**src/rtl/barrel_shifter_csd_pipe.sv**
```systemverilog
// Pipelined log-barrel shifter/rotator for two's-complement and CSD (p/n digit-plane) operands.
// One stage per shift-amount bit; a single global advance signal stalls every register together.
module barrel_shifter_csd_pipe #(
  parameter int unsigned W     = 8,
  parameter int unsigned LOG2W = 3,
  parameter int unsigned PIPE  = 1
) (
  input  logic             clk,
  input  logic             rst_n,
  input  logic             in_valid,
  output logic             in_ready,
  input  logic             csd_mode,
  input  logic             dir,
  input  logic             op,
  input  logic             shift_t,
  input  logic [LOG2W-1:0] sel,
  input  logic [W-1:0]     in_p,
  input  logic [W-1:0]     in_n,
  output logic             out_valid,
  input  logic             out_ready,
  output logic [W-1:0]     out_p,
  output logic [W-1:0]     out_n,
  output logic             out_lost,
  output logic             out_err
);

  localparam int unsigned NS = LOG2W;

  typedef struct packed {
    logic         vld;
    logic [W-1:0] p;
    logic [W-1:0] n;
    logic         lost;
    logic         err;
  } dat_t;

  typedef struct packed {
    logic             dir;
    logic             op;
    logic             ar;
    logic [LOG2W-1:0] sel;
  } ctl_t;

  dat_t [NS:0]   st_d;
  ctl_t [NS-1:0] st_c;
  logic          adv;
  logic [W-1:0]  bad;

  // Whole pipe moves only when the output slot is free or being drained.
  assign adv      = !out_valid | out_ready;
  assign in_ready = adv;

  // Illegal CSD digits (both planes set) are flagged and zeroed before shifting.
  assign bad           = csd_mode ? (in_p & in_n) : '0;
  assign st_d[0].vld   = in_valid;
  assign st_d[0].p     = in_p & ~bad;
  assign st_d[0].n     = csd_mode ? (in_n & ~bad) : '0;
  assign st_d[0].lost  = 1'b0;
  assign st_d[0].err   = |bad;
  assign st_c[0].dir   = dir;
  assign st_c[0].op    = op;
  assign st_c[0].ar    = shift_t & ~csd_mode;
  assign st_c[0].sel   = sel;

  for (genvar k = 0; k < NS; k++) begin : g_stg
    localparam int unsigned S = 1 << k;

    dat_t         cd;
    dat_t         nd;
    ctl_t         cc;
    logic [W-1:0] any_nz;
    logic [S-1:0] fill_p;
    logic [S-1:0] fill_n;
    logic         here_lost;

    assign cd = st_d[k];
    assign cc = st_c[k];

    // Move by S digits when sel[k] is set; fill is wrap-around, sign copies, or zeros.
    always_comb begin
      nd        = cd;
      fill_p    = '0;
      fill_n    = '0;
      here_lost = 1'b0;
      any_nz    = cd.p | cd.n;
      if (cc.sel[k]) begin
        if (!cc.dir) begin
          if (cc.op) begin
            fill_p = cd.p[W-1 -: S];
            fill_n = cd.n[W-1 -: S];
          end
          nd.p      = {cd.p[W-S-1:0], fill_p};
          nd.n      = {cd.n[W-S-1:0], fill_n};
          here_lost = |any_nz[W-1 -: S];
        end else begin
          if (cc.op) begin
            fill_p = cd.p[S-1:0];
            fill_n = cd.n[S-1:0];
          end else if (cc.ar) begin
            fill_p = {S{cd.p[W-1]}};
          end
          nd.p      = {fill_p, cd.p[W-1:S]};
          nd.n      = {fill_n, cd.n[W-1:S]};
          here_lost = |any_nz[S-1:0];
        end
      end
      // Rotates and zero-amount beats never report lost digits.
      nd.lost = !cc.op && (cc.sel != '0) && (cd.lost || here_lost);
    end

    if (PIPE != 0 || k == NS - 1) begin : g_reg
      dat_t qd;

      always_ff @(posedge clk or negedge rst_n) begin
        if (!rst_n) begin
          qd <= '0;
        end else if (adv) begin
          qd <= nd;
        end
      end

      assign st_d[k+1] = qd;

      if (k < NS - 1) begin : g_ctl
        ctl_t qc;

        always_ff @(posedge clk or negedge rst_n) begin
          if (!rst_n) begin
            qc <= '0;
          end else if (adv) begin
            qc <= cc;
          end
        end

        assign st_c[k+1] = qc;
      end
    end else begin : g_cmb
      assign st_d[k+1] = nd;
      assign st_c[k+1] = cc;
    end
  end

  assign out_valid = st_d[NS].vld;
  assign out_p     = st_d[NS].p;
  assign out_n     = st_d[NS].n;
  assign out_lost  = st_d[NS].lost;
  assign out_err   = st_d[NS].err;

endmodule

```
**config.mk**
```make
export PLATFORM = sky130hd
export DESIGN_NAME = barrel_shifter_csd_pipe
export DESIGN_NICKNAME = d
export VERILOG_FILES = /design/src/rtl/barrel_shifter_csd_pipe.sv
export SDC_FILE = /design/constraint.sdc
export NUM_CORES = 1
export LEC_CHECK = 0
export ABC_AREA = 1
export BUFFER_PORTS_ARGS = -buffer_cell sky130_fd_sc_hd__buf_2
export CORE_AREA = 2 2 162 101
export CTS_CLUSTER_SIZE = 14
export DETAILED_ROUTE_END_ITERATION = 12
export DIE_AREA = 0 0 164 103
export GPL_TIMING_DRIVEN = 0
export SYNTH_ARGS = -nofsm -noshare
export SYNTH_HDL_FRONTEND = slang
export SYNTH_SLANG_ARGS = --single-unit
```
**constraint.sdc**
```tcl
create_clock -name clk -period 1.5 [get_ports clk]
set_input_delay 0.15 -clock clk [delete_from_list [all_inputs] [get_ports clk]]
set_output_delay 0.15 -clock clk [all_outputs]
set_load 0.02 [all_outputs]
```
## Yosys cells after proc, flatten, opt, wreduce, memory -nomap -nowiden

Cells that the tools add are included.

- Word-level logic and storage cells: 82
- Output and inout bits: 20
- Bits of input ports: 27
- Register bits after elaboration: 69

- Multiplexer cells: 29
- Reduce and logical (&&, ||, !) cells: 20
- Bitwise gates (word level): 10

Operator list:

| cell | number |
|---|---|
| $mux 16 | 6 |
| $and 8x8->8 | 3 |
| $or 8x8->8 | 3 |
| $mux 4 | 5 |
| $mux 8 | 2 |
| $mux 1 | 11 |
| $mux 2 | 5 |
| $reduce_bool 3->1 | 3 |
| $not 8->8 | 1 |
| $reduce_or 4->1 | 2 |
| $reduce_or 8->1 | 1 |
| $logic_and 1x1->1 | 6 |
| $logic_not 1->1 | 4 |
| $reduce_or 2->1 | 2 |
| $logic_or 1x1->1 | 2 |
| $and 1x1->1 | 1 |
| $not 1->1 | 1 |
| $or 1x1->1 | 1 |

## Logic depth before layout (Yosys ltp)

- Depth after elaboration: 9
- Depth in mapped cells: 8
- Gate-level depth less buffers: 8

## Worst setup path after synthesis

Ideal clock, no wire load.

- Path kind: reg-to-reg
- Start: register g_stg[2].g_reg.qd (netlist bit out_valid)
- End: register g_stg[1].g_reg.qd[17] (netlist bit)
- Buffers on the path: 2
- Cell stages (with the launch flop): 7
- Required time: 1.418 ns
- Period minus slack after synthesis: 1.183 ns
- Setup slack: 0.317 ns
- Arrival: 1.101 ns
- Setup time: 0.082 ns
- Cells stage by stage: dfrtp_1 -> inv_1 -> nor2_4 -> inv_2 -> buf_6 -> buf_6 -> o22ai_1

- Word-level cells in the longest chain between the ends: 2

RTL lines:

| item | line | RTL |
|---|---|---|
| start, declared | 112 | `dat_t qd;` |
| start signal, assigned | 118 | `qd <= nd;` |
| $logic_not 1->1 | 50 | `assign adv = !out_valid \| out_ready;` |
| $or 1x1->1 | 50 |  |
| named net in_ready | 11 | `output logic in_ready,` |
| end signal, assigned | 118 |  |
| end, declared | 112 |  |

The timed path passes the listed nets, and every way through them passes these cells.
A chain may end at the register's enable or synchronous reset.

## Worst setup path in the final report

- Start: register g_stg[2].g_reg.qd (netlist bit out_valid)
- End: output port in_ready

- Word-level cells in the longest chain between the ends: 2

RTL lines:

| item | line |
|---|---|
| $logic_not 1->1 | 50 |
| $or 1x1->1 | 50 |
| end, declared | 11 |

Every way passes these cells.

==> impl_metrics.json <==
{
  "leakage_nw": 2.19,
  "slew_headroom_pct": 40.3,
  "yosysUniqueCellTypes": 30,
  "timing.fmax_mhz": 710,
  "grt_overflow": 0,
  "synth-xor-area-share_pct": 0,
  "clock_latency_ps": 340,
  "viasPerCell": 4.79,
  "yosys_register_bits": 69,
  "hp-class": "in -> reg",
  "fin_nets": 580,
  "path_class": "reg -> out",
  "crit_family": "buffers and inverters",
  "grt_max_degree": 70,
  "synthAdderAreaFrac_pct": 0,
  "cpMaxStageDelayCell": "dfrtp_1",
  "maxSlewViolCount": 0,
  "ys.flop_type": "dfrtp_1",
  "ys_async_sr_fraction_pct": 100,
  "cp.buffers_inverters": 4,
  "post-dp-hpwl_um": 8770,
  "cts_buffers": 9,
  "post_dp_cell_area_um2": 4250,
  "status": "finished clean",
  "avgSynthCellArea_um2": 7.62,
  "fin_ws_ps": 92.2,
  "vias": 3675,
  "firstDrtPassIters": 5,
  "cts.sinks": 69,
  "htree_levels": 3,
  "critPathLaunchType": "flip-flop",
  "critPathMaxFanout": 7,
  "antennaDiodeCount": 0,
  "crit_arrival_ps": 1260,
  "cts_root_buffer": "clkbuf_16",
  "yosys.area_share.simple_pct": 22.0,
  "floorplan.rows": 36,
  "design_area_um2": 4630,
  "cts.path.max_buffers": 2,
  "dieArea_um2": 16900,
  "synth_mux_area_share_pct": 0,
  "fin_worst_skew_ps": 5.24,
  "finalCriticalPeriod_ps": 1410,
  "wl_um": 11800,
  "drc": 0,
  "syn_area_um2": 3760,
  "netlist_instances": 494,
  "synth_top_family_by_area": "compound AO/OA/AOI/OAI gates",
  "holdWs_ps": 7.10,
  "first_iter_violations": 346,
  "grt_pass1_vias": 3497,
  "track_usage_pct": 15.0,
  "drive_gt1_share_pct": 19.9,
  "routedWlPerCell_um": 15.4,
  "cp_slowest_stage_delay_ps": 350,
  "die_w_um": 164,
  "ir_drop_mv": 0.638,
  "timing.critical_path.cells": "inv_1 -> nor2_4 -> inv_2 -> buf_12 -> buf_4",
  "layout_common_cells": "nand2_1 (115), o21ai_0 (71), dfrtp_1 (69)",
  "path_clk_slew_ps": 50,
  "place_worst_setup_slack_ps": 8.21,
  "syn2layout_area_growth_pct": 22.9,
  "cts_tree": "done",
  "rsz0062_at_grt": "no",
  "grt_first_pass_wirelength_um": 19100,
  "fin_util_pct": 29.6,
  "synth_edf_count": 0,
  "antenna_left": 0,
  "seq_area_frac_synth_pct": 45.9,
  "syn-num-nets": 521,
  "drv_cap": 0,
  "yosys_warnings": 0,
  "finalHoldViolCount": 0,
  "worst_ep_required_time_ps": 1350,
  "portBuffers": 44,
  "gp_congestion": 0.888,
  "totalPowerFinal_mw": 8.63,
  "ios": 47,
  "setup_viol": 0,
  "start_util_pct": 24.1,
  "final_common_cell": "nand2_1",
  "synth_compound_area_share_pct": 22.5,
  "core_um2": 15600,
  "end_kind": "output port",
  "antenna_found_initial": 0,
  "fp.dieH_um": 103,
  "power_density_nw_per_um2": 1870,
  "max_slew.worst_pin.slew_ps": 895,
  "final.period_utilization_pct": 93.9
}
-- final cells by class --
class                   count  area, um^2
fillers                  1713       11000
flip-flops and latches     69        1730
multi-input cells         349        1680
repair buffers             49         265
well taps                 209         262
clock buffers              12         256
plain buffers              28         194
inverters                  47         176
clock inverters             4        70.1
-- repair_timing --
action                                 in CTS  in global routing
gates resized for setup                     4                  7
pin swaps                                   1                  1
endpoints found under the hold margin      69                  0
setup buffers                               1                  3
hold buffers                                1                  0
setup endpoints to repair                   3                 37
gates cloned                                0                  0
-- metal layers --
layer | track usage [%] | part of all wire (%)
met5 | 0 | 0
met1 | 22.9 | 52
met2 | 20.2 | 39
met3 | 4.91 | 8.6
met4 | 3.10 | 0.74
-- final timing paths --
kind                                                   startpoint                                      to  slack (ps)  depth (start not counted)
worst max register to register              out_valid$_DFFE_PN0P_  g_stg[1].g_reg.g_ctl.qc[5]$_DFFE_PN0P_         130                          6
worst min register to register  g_stg[1].g_reg.qd[18]$_DFFE_PN0P_                   out_valid$_DFFE_PN0P_         450                          2
worst max-delay path                        out_valid$_DFFE_PN0P_                                in_ready          90                          5
max in group asynchronous                                   rst_n  g_stg[1].g_reg.g_ctl.qc[2]$_DFFE_PN0P_         420                          2
min in group asynchronous                                   rst_n  g_stg[0].g_reg.g_ctl.qc[1]$_DFFE_PN0P_         490                          2
worst min-delay path                                     in_valid       g_stg[0].g_reg.qd[18]$_DFFE_PN0P_           7                          3
-- cell usage after synthesis, types with 2 or more instances --
library cell / n / area (um^2)
o21ai_2: 2 / 17.5
a22oi_1: 2 / 15.0
nand2_1: 115 / 432
nand2_2: 4 / 25.0
o21ai_0: 71 / 355
o22ai_1: 5 / 31.3
dfrtp_1: 69 / 1730
buf_4: 5 / 37.5
a21oi_1: 43 / 215
clkbuf_1: 3 / 11.3
o221ai_1: 3 / 26.3
a31oi_1: 12 / 75.1
nor2_4: 2 / 22.5
buf_2: 16 / 80.1
o21ai_1: 12 / 60.1
nor2_1: 38 / 143
nor3_1: 10 / 50.1
o211ai_1: 4 / 30.0
nand3_1: 17 / 85.1
inv_2: 6 / 22.5
buf_6: 5 / 56.3
nand2_4: 2 / 22.5
inv_1: 41 / 154
-- logic make-up (layout without fill, tap and decap cells) --
logic type      after synthesis  after routing
flops                        69             69
buf+inv                      76            140
compound gates              156            156
simple gates                193            193
-- power breakdown --
part	switching, mW	leakage, nW	internal (mW)
combinational	2.09	1.19	1.07
clock	0.816	0.163	1.54
sequential	0.545	0.842	2.57
-- metrics by stage --
stage               std cells  setup TNS, ps
finish                    767              0
detailed placement        747              0
global route              767              0
global placement          747          -6820
floorplan                 494              0
CTS                       764              0
-- worst register-to-register path, stage by stage (launching register included) --
cell      delay (ps)
dfrtp_1          350
inv_1             70
nor2_4           120
buf_4            140
buf_4            190
clkbuf_4         260
o21ai_0          120
-- sequential cells by signal, indices dropped and copies added, names as in the netlist --
register	cells
out_p	8
g_stg.g_reg.g_ctl.qc	12
out_lost	1
out_err	1
g_stg.g_reg.qd	38
out_valid	1
out_n	8
Note: power is estimated with default switching activity, not from simulation.
